[src/rtl/sha_stream_cipher.sv]
// Word-serial stream cipher engine: reads src words and key words, writes
// rotl(d^k) (encrypt) or rotr(d)^k (decrypt) to dst, one word per RD/WAIT/WR pass.
//
// state | meaning
// IDLE  | waiting for a command; all memory outputs parked at zero
// RD    | present src and key addresses for word i
// WAIT  | hold read addresses for the memory latency; last cycle captures read data
// WR    | write the result for word i to dst_base+i
// DONE  | job complete; holds until start returns to 00
// ERR   | illegal command or zero length; holds until start returns to 00
module sha_stream_cipher #(
  parameter int DATA_W  = 32,
  parameter int DADDR_W = 9,
  parameter int KADDR_W = 8,
  parameter int KEY_LEN = 4,
  parameter int ROT     = 1,
  parameter int RD_LAT  = 1
) (
  input  logic               clk,
  input  logic               reset,
  input  logic [1:0]         start,
  input  logic [DADDR_W-1:0] length,
  input  logic [DADDR_W-1:0] src_base,
  input  logic [DADDR_W-1:0] dst_base,
  input  logic [KADDR_W-1:0] key_base,
  input  logic [DATA_W-1:0]  key_out,
  input  logic [DATA_W-1:0]  data_out,
  output logic [KADDR_W-1:0] key_addr,
  output logic [DADDR_W-1:0] data_addr,
  output logic [DATA_W-1:0]  data_in,
  output logic               we,
  output logic [2:0]         stop
);

  typedef enum logic [2:0] {IDLE, RD, WAIT, WR, DONE, ERR} state_t;

  localparam logic [KADDR_W-1:0] KEY_LAST = KADDR_W'(KEY_LEN - 1);
  localparam logic [2:0]         LAT_LOAD = 3'(RD_LAT - 1);

  state_t               state_q, state_d;
  logic                 enc_q;
  logic [DADDR_W-1:0]   len_q, src_q, dst_q, i_q;
  logic [KADDR_W-1:0]   kbase_q, kidx_q;
  logic [2:0]           lat_q;
  logic [DATA_W-1:0]    dword_q, kword_q;
  logic                 cmd_ok, word_last;
  logic [DATA_W-1:0]    mix, enc_res, dec_rot, result;

  assign cmd_ok    = (start == 2'b01 || start == 2'b10) && (length != '0);
  assign word_last = (i_q == len_q - DADDR_W'(1));

  // A zero shift amount degenerates cleanly: the right shift by DATA_W yields zero.
  assign mix     = dword_q ^ kword_q;
  assign enc_res = (mix << ROT) | (mix >> (DATA_W - ROT));
  assign dec_rot = (dword_q >> ROT) | (dword_q << (DATA_W - ROT));
  assign result  = enc_q ? enc_res : (dec_rot ^ kword_q);

  always_ff @(posedge clk) begin
    if (reset) begin
      state_q <= IDLE;
      enc_q   <= 1'b0;
      len_q   <= '0;
      src_q   <= '0;
      dst_q   <= '0;
      kbase_q <= '0;
      i_q     <= '0;
      kidx_q  <= '0;
      lat_q   <= '0;
      dword_q <= '0;
      kword_q <= '0;
    end else begin
      state_q <= state_d;
      case (state_q)
        IDLE: if (cmd_ok) begin
          enc_q   <= (start == 2'b01);
          len_q   <= length;
          src_q   <= src_base;
          dst_q   <= dst_base;
          kbase_q <= key_base;
          i_q     <= '0;
          kidx_q  <= '0;
        end
        RD: lat_q <= LAT_LOAD;
        WAIT: begin
          if (lat_q == '0) begin
            dword_q <= data_out;
            kword_q <= key_out;
          end else begin
            lat_q <= lat_q - 3'd1;
          end
        end
        WR: if (!word_last) begin
          i_q    <= i_q + DADDR_W'(1);
          kidx_q <= (kidx_q == KEY_LAST) ? '0 : kidx_q + KADDR_W'(1);
        end
        default: ;
      endcase
    end
  end

  always_comb begin
    state_d   = state_q;
    stop      = 3'b000;
    we        = 1'b0;
    data_in   = '0;
    data_addr = '0;
    key_addr  = '0;
    case (state_q)
      IDLE: begin
        if (start == 2'b11 || (start != 2'b00 && length == '0)) state_d = ERR;
        else if (start != 2'b00)                                state_d = RD;
      end
      RD: begin
        stop      = 3'b001;
        data_addr = src_q + i_q;
        key_addr  = kbase_q + kidx_q;
        state_d   = WAIT;
      end
      WAIT: begin
        stop      = 3'b001;
        data_addr = src_q + i_q;
        key_addr  = kbase_q + kidx_q;
        if (lat_q == '0) state_d = WR;
      end
      WR: begin
        stop      = 3'b001;
        we        = 1'b1;
        data_in   = result;
        data_addr = dst_q + i_q;
        state_d   = word_last ? DONE : RD;
      end
      DONE: begin
        stop = 3'b010;
        if (start == 2'b00) state_d = IDLE;
      end
      ERR: begin
        stop = 3'b100;
        if (start == 2'b00) state_d = IDLE;
      end
      default: state_d = IDLE;
    endcase
  end

endmodule

[config.mk]
export PLATFORM = sky130hd
export DESIGN_NAME = sha_stream_cipher
export DESIGN_NICKNAME = d
export VERILOG_FILES = /design/src/rtl/sha_stream_cipher.sv
export SDC_FILE = /design/constraint.sdc
export NUM_CORES = 1
export LEC_CHECK = 0
export ABC_AREA = 1
export CELL_PAD_IN_SITES_DETAIL_PLACEMENT = 1
export CELL_PAD_IN_SITES_GLOBAL_PLACEMENT = 1
export CORE_ASPECT_RATIO = 0.6
export CORE_UTILIZATION = 36
export DETAILED_ROUTE_END_ITERATION = 10
export GPL_ROUTABILITY_DRIVEN = 0
export PLACE_DENSITY = 0.89
export SKIP_LAST_GASP = 1
export SYNTH_ARGS = -nofsm -noshare
export SYNTH_HDL_FRONTEND = slang
export SYNTH_SLANG_ARGS = --single-unit
export TNS_END_PERCENT = 1
[constraint.sdc]
create_clock -name clk -period 3.8 [get_ports clk]
set_clock_uncertainty 0.1 [all_clocks]
set_input_delay 0.38 -clock clk [delete_from_list [all_inputs] [get_ports clk]]
set_output_delay 0.38 -clock clk [all_outputs]
set_load 0.01 [all_outputs]
==> results.py, run 1 <==
metrics = {
    "worst_hold_path": {
        "worstHoldStart": "lat_q[2]$_SDFFE_PP0P_",
        "min_path_cells": 2,
        "hold_end": "lat_q[2]$_SDFFE_PP0P_",
        "worstHoldPathType": "reg -> reg",
    },
    "sta": {
        "slew_violations": 0,
        "setup_ws_ns": -0.0000184,
        "hold_viol": 0,
        "fin_hold_ws_ns": 0.372,
        "timing.final.crit_share_pct": 100,
        "fmax_mhz": 263,
        "tightestPinTransition_ns": 1.01,
        "period_minus_slack_ns": 3.80,
        "max_slew_margin_pct": 32.4,
        "rsz0062_at_grt": "true",
        "setup_viol": 1,
    },
    "place": {
        "post-place-cells": 1371,
        "hpwl_um": 17100,
        "port_buffers": 155,
    },
    "synthesis": {
        "synth_edf_count": 0,
        "synth_top_area_share_pct": 35.8,
        "yosysUniqueCellTypes": 32,
        "ys_seq_area_share_pct": 35.8,
        "yosysMostFrequentCell": "nor2_1",
        "syn_area_um2": 6880,
        "synth_area_per_cell_um2": 6.78,
        "synth_area_leaders": "dfxtp_1 (36%), o21ai_0 (11%), nor2_1 (9.7%)",
        "synth-seq-cells": 123,
        "ys_warn_count": 0,
        "async_reset_ff_share_pct": 0,
        "synthesis.nets": 1144,
        "yosysTopAreaCell": "dfxtp_1",
        "synth_ff_type": "dfxtp_1",
        "synth_cells": 1015,
        "synth_commonest_cells": "nor2_1 (177), nand2_1 (146), o21ai_0 (146)",
    },
    "floorplanning": {
        "die_h_um": 109,
        "rows": 38,
        "start_util_pct": 37.4,
        "die_x_um": 181,
        "coreArea_um2": 18400,
        "io_pins": 156,
        "die_area_um2": 19700,
    },
    "pwr": {
        "p_comb_share_pct": 35.7,
        "power_leakage_nw": 3.62,
        "p_switching_w": 0.00204,
        "power_w": 0.00528,
        "seqPwrFrac_pct": 34.0,
        "ir_drop_uv": 323,
        "internal-power_w": 0.00325,
        "netSwitchingFraction_pct": 38.6,
        "p_clk_share_pct": 30.4,
        "power_density_nw_per_um2": 570,
    },
    "route": {
        "num_vias": 7466,
        "wl_per_cell_um": 17.3,
        "postRouteAntennaNets": 0,
        "drtIter0Drc": 429,
        "dr.pass1.iters": 5,
        "drc": 0,
        "viasPerCell": 5.31,
        "wl_um": 24400,
    },
    "worst_setup_path": {
        "reg2reg_depth": 14,
        "r2r-end": "kidx_q[0]$_SDFFE_PP0P_",
        "r2r_start": "len_q[0]$_SDFFE_PP0P_",
        "worstPathBufferInverterCount": 6,
        "required_ns": 3.32,
        "critPathMaxFanout": 51,
        "critPathKind": "reg -> out",
        "worstPathCellList": "inv_2 -> nor2_1 -> inv_1 -> nor2_4 -> inv_2 -> buf_6 -> nand2_1 -> nand2_1 -> ha_1 -> inv_1 -> nor3_1 -> nand2_1 -> o311ai_1 -> o21ai_0 -> a21oi_1 -> clkdlybuf4s50_1",
        "critPathTopFamily": "buffers and inverters",
        "cp_slowest_cell": "clkdlybuf4s50_1",
        "cpPeakStageDelay_ns": 0.55,
        "crit_arrival_ns": 3.32,
        "path_common_cell": "nand2_1",
        "rrSetupSlack_ns": 1.18,
        "cp-start-kind": "flip-flop",
        "worstSetupEndpointType": "output pin",
    },
    "global_routing": {
        "antenna_found_initial": 0,
        "grt_pass1_wl_um": 38800,
        "grt_max_degree": 91,
        "grt_pass1_vias": 7378,
        "grt_usage_pct": 25.2,
        "grt_overflow": 0,
    },
    "status": {
        "violations": "negative setup slack",
        "status": "finished, violations left",
    },
    "clock_tree": {
        "cts_tree": "done",
        "numCtsBuffers": 17,
        "cts_root_buf": "clkbuf_16",
        "clk_path_buf_depth": 2,
        "clk_pin_slew_ns": 0.06,
        "clock_sinks": 123,
        "clkLatencyLatePin_ns": 0.42,
        "htree_levels": 4,
    },
    "cells_and_area": {
        "area_growth_syn_to_layout_pct": 34.6,
        "final_cells": 1407,
        "fill_cells": 2345,
        "seq_area_um2": 2460,
        "drive_gt1_share_pct": 8.40,
        "fin_nets": 1284,
        "multi_input_area_um2": 3900,
        "insertedDiodeCount": 0,
    },
    "job": {
        "maxCapViolations": 0,
    },
}
## worst reg2reg max path, delay by kind of cell (launching register included)
kind,cells,cell delay (ns)
adders and majority gates,1,0.27
buffers and inverters,1,0.11
DFF,1,0.34
and+or+nand+nor,12,1.74
## cells in the final DEF (no fill, tap or decap), types with 2 or more instances in the layout
| cell type | count |
|---|---|
| a21oi_1 | 112 |
| clkbuf_16 | 17 |
| nand4_1 | 4 |
| nor2_1 | 177 |
| clkinv_4 | 4 |
| a211oi_1 | 3 |
| nor3_1 | 7 |
| o21ai_0 | 146 |
| inv_2 | 7 |
| clkinvlp_4 | 3 |
| dfxtp_2 | 2 |
| nor2_2 | 3 |
| nor4_1 | 2 |
| xor2_1 | 12 |
| buf_4 | 14 |
| nand2_1 | 146 |
| bufinv_16 | 2 |
| nand2_2 | 2 |
| clkinv_2 | 2 |
| a21boi_0 | 2 |
| dfxtp_1 | 121 |
| nand3b_1 | 3 |
| xnor2_1 | 7 |
| a311oi_1 | 32 |
| clkdlybuf4s50_1 | 153 |
| nor3b_1 | 3 |
| nand3_1 | 30 |
| or2_2 | 33 |
| buf_12 | 2 |
| inv_1 | 76 |
| ha_1 | 24 |
| inv_6 | 2 |
## power by group through the flow
stage / combinational [W] / clock, W / sequential, W
floorplan: 0.00123 / 0 / 0.00173
global placement: 0.00175 / 0 / 0.00179
detailed placement: 0.00183 / 0 / 0.00181
CTS: 0.00187 / 0.00162 / 0.00179
global route: 0.00212 / 0.00169 / 0.00183
finish: 0.00188 / 0.00160 / 0.00180
## routing by layer
| layer | vias to the layer above | wire, µm | track usage (%) |
|---|---|---|---|
| met1 | 3573 | 12700 | 37.0 |
| met2 | 195 | 10100 | 37.1 |
| li1 | 3676 | - | - |
| met5 | - | 0 | 0 |
| met3 | 22 | 1390 | 5.44 |
| met4 | 0 | 204 | 5.92 |
## metrics by stage
stage / utilization (%) / area, µm² / setup slack [ns] / TNS, ns
finish: 50.4 / 9270 / -0.0000184 / -0.0000184
CTS: 50.3 / 9260 / -0.137 / -0.200
global placement: 46.9 / 8630 / 0.207 / 0
global route: 50.4 / 9270 / -0.257 / -0.568
floorplan: - / 6880 / 0.700 / 0
detailed placement: 46.9 / 8630 / -0.00333 / -0.00333
## worst max path at each step
stage                                       start  cells past startpoint           end
after floorplan           state_q[1]$_SDFFE_PP0P_                     17  data_addr[6]
after global placement    state_q[1]$_SDFFE_PP0P_                     15  data_addr[6]
after detailed placement  state_q[1]$_SDFFE_PP0P_                     15  data_addr[6]
after CTS                 state_q[1]$_SDFFE_PP0P_                     18  data_addr[8]
after global routing      state_q[1]$_SDFFE_PP0P_                     16  data_addr[7]
final                     state_q[1]$_SDFFE_PP0P_                     16  data_addr[7]
## registers in the layout, summed over array words and instances (netlist names), 8 cells and up
| register | count |
|---|---|
| dword_q | 32 |
| kword_q | 32 |
| src_q | 9 |
| kidx_q | 8 |
| len_q | 9 |
| dst_q | 9 |
| i_q | 9 |
| kbase_q | 8 |
## timing repair
item,4_1_cts,5_1_grt
hold buffers,0,0
buffers inserted,5,0
gates resized for setup,5,4
pin swaps,3,0
setup endpoints to repair,5,5
## kinds of logic after synthesis
| logic type | synth area share (%) |
|---|---|
| DFF | 35.8 |
| AOI/OAI and AO/OA | 23.8 |
| xor gates and xnor gates | 2.42 |
| muxes | 0.145 |
| buffers and inverters | 7.71 |
| adders and majority gates | 4.94 |
| and+or+nand+nor | 25.2 |
## final cells by class
cell class,instances,area share (%)
multi-input cells,757,42.1
clock inverters,13,1.57
clock buffers,18,4.63
well taps,240,3.24
inverters,84,3.40
flip-flops and latches,123,26.6
repair buffers,172,18.4
Power figures use the tool's default switching activity.
==> run 2: changes to the inputs <==
--- a/config.mk
+++ b/config.mk
@@ -13,6 +13,7 @@
 export DETAILED_ROUTE_END_ITERATION = 10
 export GPL_ROUTABILITY_DRIVEN = 0
 export PLACE_DENSITY = 0.89
+export REMOVE_ABC_BUFFERS = 1
 export SKIP_LAST_GASP = 1
 export SYNTH_ARGS = -nofsm -noshare
 export SYNTH_HDL_FRONTEND = slang
==> results.py, run 2 (synthesized netlist as in run 1, its figures left out) <==
metrics = {
    "status": {
        "status": "finished, violations left",
        "violations": "negative setup slack",
    },
    "floorplanning": {
        "die_area_um2": 19700,
        "coreArea_um2": 18400,
        "io_pins": 156,
        "die_x_um": 181,
        "start_util_pct": 37.4,
        "die_h_um": 109,
        "rows": 38,
    },
    "global_routing": {
        "antenna_found_initial": 0,
        "grt_max_degree": 73,
        "grt_usage_pct": 23.6,
        "grt_use_met3_pct": 4.78,
        "grt-busiest-layer": "met2",
        "grtUsageMet1_pct": 33.6,
        "grt_overflow": 0,
        "grtUsageMet2_pct": 36.9,
        "grt_pass1_vias": 7139,
        "grt_pass1_wl_um": 37000,
    },
    "sta": {
        "rsz0062_at_grt": "true",
        "max_slew_margin_pct": 32.2,
        "period_minus_slack_ns": 3.94,
        "setup_tns_ns": -0.342,
        "fmax_mhz": 254,
        "tightestPinTransition_ns": 1.02,
        "slew_violations": 0,
        "timing.final.crit_share_pct": 104,
        "setup_viol": 3,
        "setup_ws_ns": -0.138,
        "hold_viol": 0,
    },
    "worst_setup_path": {
        "cp-start-kind": "flip-flop",
        "critPathMaxFanout": 29,
        "critPathKind": "reg -> out",
        "worstSetupEndpointType": "output pin",
        "worstPathCellList": "inv_2 -> nor2_1 -> inv_1 -> nor2_4 -> inv_2 -> buf_4 -> nand2_1 -> nand2_1 -> ha_1 -> nand3_1 -> nand3_1 -> a21oi_1 -> o21ai_1 -> o21ai_0 -> a21oi_1 -> clkdlybuf4s50_1",
        "cpPeakStageDelay_ns": 0.57,
        "crit_arrival_ns": 3.46,
        "critPathTopFamily": "buffers and inverters",
        "required_ns": 3.32,
        "cp_slowest_cell": "clkdlybuf4s50_1",
        "worstPathBufferInverterCount": 5,
    },
    "worst_hold_path": {
        "worstHoldPathType": "reg -> reg",
    },
    "place": {
        "port_buffers": 155,
        "post-place-cells": 1372,
        "pre_cts_slack_ns": 0.0714,
        "hpwl_um": 16500,
        "placed_area_um2": 8640,
    },
    "clock_tree": {
        "cts_tree": "done",
        "numCtsBuffers": 17,
        "clkLatencyLatePin_ns": 0.42,
        "cts_root_buf": "clkbuf_16",
        "clk_pin_slew_ns": 0.06,
        "clk_path_buf_depth": 2,
        "htree_levels": 4,
        "clock_sinks": 123,
        "hold_buffers": 0,
    },
    "pwr": {
        "power_w": 0.00515,
        "internal-power_w": 0.00313,
        "netSwitchingFraction_pct": 39.1,
        "p_clk_share_pct": 29.7,
        "p_comb_share_pct": 35.9,
        "ir_drop_uv": 389,
        "power_density_nw_per_um2": 559,
        "seqPwrFrac_pct": 34.4,
        "p_switching_w": 0.00202,
        "power_leakage_nw": 3.59,
    },
    "cells_and_area": {
        "design_area_um2": 9210,
        "area_growth_syn_to_layout_pct": 33.7,
        "drive_gt1_share_pct": 8.16,
        "insertedDiodeCount": 0,
        "fill_cells": 2360,
        "final_cells": 1404,
        "top_regs": "dword_q (32), kword_q (32)",
        "final_common_cell": "nor2_1",
        "fin_nets": 1280,
        "final_cell_mix": "nor2_1 (177), clkdlybuf4s50_1 (153), nand2_1 (146)",
    },
    "route": {
        "drtIter0Drc": 463,
        "wl_um": 23000,
        "drc": 0,
        "dr.pass1.iters": 5,
        "viasPerCell": 5.22,
        "postRouteAntennaNets": 0,
        "num_vias": 7332,
        "wl_per_cell_um": 16.3,
    },
    "job": {
        "maxCapViolations": 0,
    },
}
==> run 2: changes by cell type in the layout (fill, tap and decap cells not counted), sizes merged <==
cell / previous run / this run
inv: 85 / 89
clkinv: 7 / 5
buf: 17 / 13
bufinv: 2 / 0
clkinvlp: 3 / 4
==> run 2: cell type report <==
cell class                 count  area [µm²]  area share [%]
multi-input combinational    757        3900            42.4
clock inverter                14         110            1.20
inverter                      84         315            3.43
clock buffer                  18         439            4.77
tap                          240         300            3.26
timing repair buffer         168        1680            18.2
sequential                   123        2460            26.8
==> run 2: power groups by stage <==
stage / registers (W) / clock network, W / logic, W
floorplan: 0.00174 / 0 / 0.00116
global placement: 0.00178 / 0 / 0.00174
detailed placement: 0.00179 / 0 / 0.00183
CTS: 0.00177 / 0.00156 / 0.00185
global route: 0.00181 / 0.00162 / 0.00208
finish: 0.00177 / 0.00153 / 0.00185
==> run 2: timing repair <==
action                     in CTS  in global routing
pin swaps                       1                  0
setup buffers                   0                  0
gates resized for setup         4                  4
setup endpoints to repair       5                  6
==> run 2: path summary, 6_finish.rpt <==
check	slack, ns	endpoint	cells after the start	start
setup reg to reg	1.24	i_q[0]$_SDFFE_PP0P_	13	len_q[0]$_SDFFE_PP0P_
hold / removal	0.37	lat_q[2]$_SDFFE_PP0P_	2	lat_q[2]$_SDFFE_PP0P_
hold reg to reg	0.37	lat_q[2]$_SDFFE_PP0P_	2	lat_q[2]$_SDFFE_PP0P_
setup / recovery	-0.14	data_addr[5]	16	state_q[1]$_SDFFE_PP0P_
==> run 2: stage by stage <==
stage | utilization [%] | hold slack [ns]
global route | 50.0 | 0.407
CTS | 50.0 | 0.381
floorplan | - | 0.343
finish | 50.0 | 0.373
global placement | 47.0 | 0.362
detailed placement | 47.0 | 0.372
==> run 2: routing by layer <==
metal  wire length, µm  up-vias
li1                  -     3668
met3              1140       14
met5                 0        -
met4               148        0
met2              9750      189
met1             11900     3461
==> run 2: tightest hold or removal path, delay by kind of cell, from the launching register on <==
kind	cells	cell delay (ns)
flops	1	0.30
buf+inv	1	0.06
compound gates	1	0.06
==> run 3: changes to the inputs <==
--- a/config.mk
+++ b/config.mk
@@ -9,10 +9,10 @@
 export CELL_PAD_IN_SITES_DETAIL_PLACEMENT = 1
 export CELL_PAD_IN_SITES_GLOBAL_PLACEMENT = 1
 export CORE_ASPECT_RATIO = 0.6
-export CORE_UTILIZATION = 36
+export CORE_UTILIZATION = 35
 export DETAILED_ROUTE_END_ITERATION = 10
 export GPL_ROUTABILITY_DRIVEN = 0
-export PLACE_DENSITY = 0.89
+export PLACE_DENSITY = 0.87
 export REMOVE_ABC_BUFFERS = 1
 export SKIP_LAST_GASP = 1
 export SYNTH_ARGS = -nofsm -noshare
==> results.py, run 3 (synthesized netlist as in run 1, its figures left out) <==
metrics = {
    "worst_setup_path": {
        "critPathKind": "reg -> out",
        "required_ns": 3.32,
        "cp-start-kind": "flip-flop",
        "critPathMaxFanout": 16,
        "worstSetupEndpointType": "output pin",
        "crit_arrival_ns": 3.45,
    },
    "status": {
        "violations": "negative setup slack",
        "status": "finished, violations left",
    },
    "global_routing": {
        "grt_pass1_wl_um": 37900,
        "grt_max_degree": 98,
        "grt_overflow": 0,
        "grt_pass1_vias": 7372,
        "antenna_found_initial": 0,
        "grt_usage_pct": 23.4,
    },
    "cells_and_area": {
        "top_regs": "dword_q (32), kword_q (32)",
        "fin_nets": 1281,
        "insertedDiodeCount": 0,
        "area_growth_syn_to_layout_pct": 34.1,
        "final_common_cell": "nor2_1",
        "drive_gt1_share_pct": 7.98,
        "final_cell_mix": "nor2_1 (177), clkdlybuf4s50_1 (153), nand2_1 (146)",
        "fill_cells": 2443,
        "design_area_um2": 9230,
    },
    "floorplanning": {
        "start_util_pct": 36.0,
        "die_x_um": 183,
        "die_area_um2": 20200,
        "coreArea_um2": 19100,
        "rows": 39,
        "io_pins": 156,
        "die_h_um": 111,
    },
    "sta": {
        "setup_tns_ns": -0.265,
        "max_slew_margin_pct": 44.5,
        "tightestPinTransition_ns": 0.830,
        "rsz0062_at_grt": "true",
        "fin_hold_ws_ns": 0.373,
        "slew_violations": 0,
        "setup_ws_ns": -0.126,
        "fmax_mhz": 255,
        "setup_viol": 3,
        "period_minus_slack_ns": 3.93,
        "hold_viol": 0,
        "timing.final.crit_share_pct": 103,
    },
    "pwr": {
        "p_comb_share_pct": 36.2,
        "power_leakage_nw": 3.59,
        "power_w": 0.00515,
        "power_density_nw_per_um2": 558,
        "ir_drop_uv": 352,
        "p_clk_share_pct": 29.5,
        "seqPwrFrac_pct": 34.3,
        "netSwitchingFraction_pct": 39.3,
        "internal-power_w": 0.00312,
        "p_switching_w": 0.00202,
    },
    "place": {
        "placed_area_um2": 8680,
        "port_buffers": 155,
        "hpwl_um": 16500,
    },
    "route": {
        "dr.pass1.iters": 5,
        "wl_um": 23300,
        "drc": 0,
        "wl_per_cell_um": 16.3,
        "num_vias": 7322,
        "viasPerCell": 5.12,
        "drtIter0Drc": 410,
        "postRouteAntennaNets": 0,
    },
    "job": {
        "maxCapViolations": 0,
    },
    "clock_tree": {
        "clk_path_buf_depth": 2,
        "numCtsBuffers": 17,
        "clk_pin_slew_ns": 0.06,
        "cts_root_buf": "clkbuf_16",
        "clkLatencyLatePin_ns": 0.42,
        "cts_tree": "done",
        "htree_levels": 4,
        "clock_sinks": 123,
        "post_cts_buffers": 0,
    },
    "worst_hold_path": {
        "worstHoldPathType": "reg -> reg",
    },
}
==> run 3: final cells by class <==
class | count | area [µm²] | share of cell area [%]
tap | 266 | 333 | 3.61
sequential | 123 | 2460 | 26.7
clock buffer | 18 | 429 | 4.65
inverter | 84 | 315 | 3.42
timing repair buffer | 169 | 1680 | 18.2
clock inverter | 14 | 111 | 1.21
multi-input combinational | 757 | 3890 | 42.2
==> run 3: timing repair <==
action	4_1_cts	5_1_grt
hold buffers	0	0
setup endpoints to repair	5	6
endpoints found under the hold margin	0	0
resized for setup	2	2
==> run 3: path summary, 6_finish.rpt <==
path	end	cells past startpoint	from	slack [ns]
max	data_addr[7]	14	state_q[1]$_SDFFE_PP0P_	-0.13
min	lat_q[2]$_SDFFE_PP0P_	2	lat_q[2]$_SDFFE_PP0P_	0.37
max reg2reg	kidx_q[4]$_SDFFE_PP0P_	13	len_q[0]$_SDFFE_PP0P_	1.21
min reg2reg	lat_q[2]$_SDFFE_PP0P_	2	lat_q[2]$_SDFFE_PP0P_	0.37
==> run 3: critical path, stage by stage (launching register included) <==
cell,delay [ns]
dfxtp_1,0.40
inv_2,0.06
nor2_1,0.10
inv_1,0.07
nor2_2,0.11
inv_2,0.07
buf_4,0.19
nand2_1,0.08
nand2_1,0.06
ha_1,0.38
inv_1,0.09
o311ai_0,0.50
o21ai_0,0.14
a21oi_1,0.21
clkdlybuf4s50_1,0.56
==> run 3: power by group through the flow <==
stage	clock network [W]	logic [W]	registers, W
6_report	0.00152	0.00186	0.00177
5_1_grt	0.00160	0.00210	0.00180
4_1_cts	0.00154	0.00186	0.00176
3_5_place_dp	0	0.00184	0.00179
3_3_place_gp	0	0.00176	0.00177
2_1_floorplan	0	0.00116	0.00174
==> run 3: stage by stage <==
stage,worst slack [ns],util (%),cells
after floorplan,0.318,-,964
after global placement,0.231,45.4,1399
after detailed placement,0.167,45.4,1399
after CTS,-0.147,48.2,1431
after global routing,-0.331,48.2,1431
final,-0.126,48.2,1431
==> run 3: per-layer routing <==
metal | global-route usage (%) | wire length (µm) | vias up
met3 | 3.66 | 1110 | 20
met1 | 34.2 | 12200 | 3456
met4 | 6.67 | 279 | 0
met2 | 35.3 | 9750 | 177
met5 | 0 | 0 | -
li1 | - | - | 3669
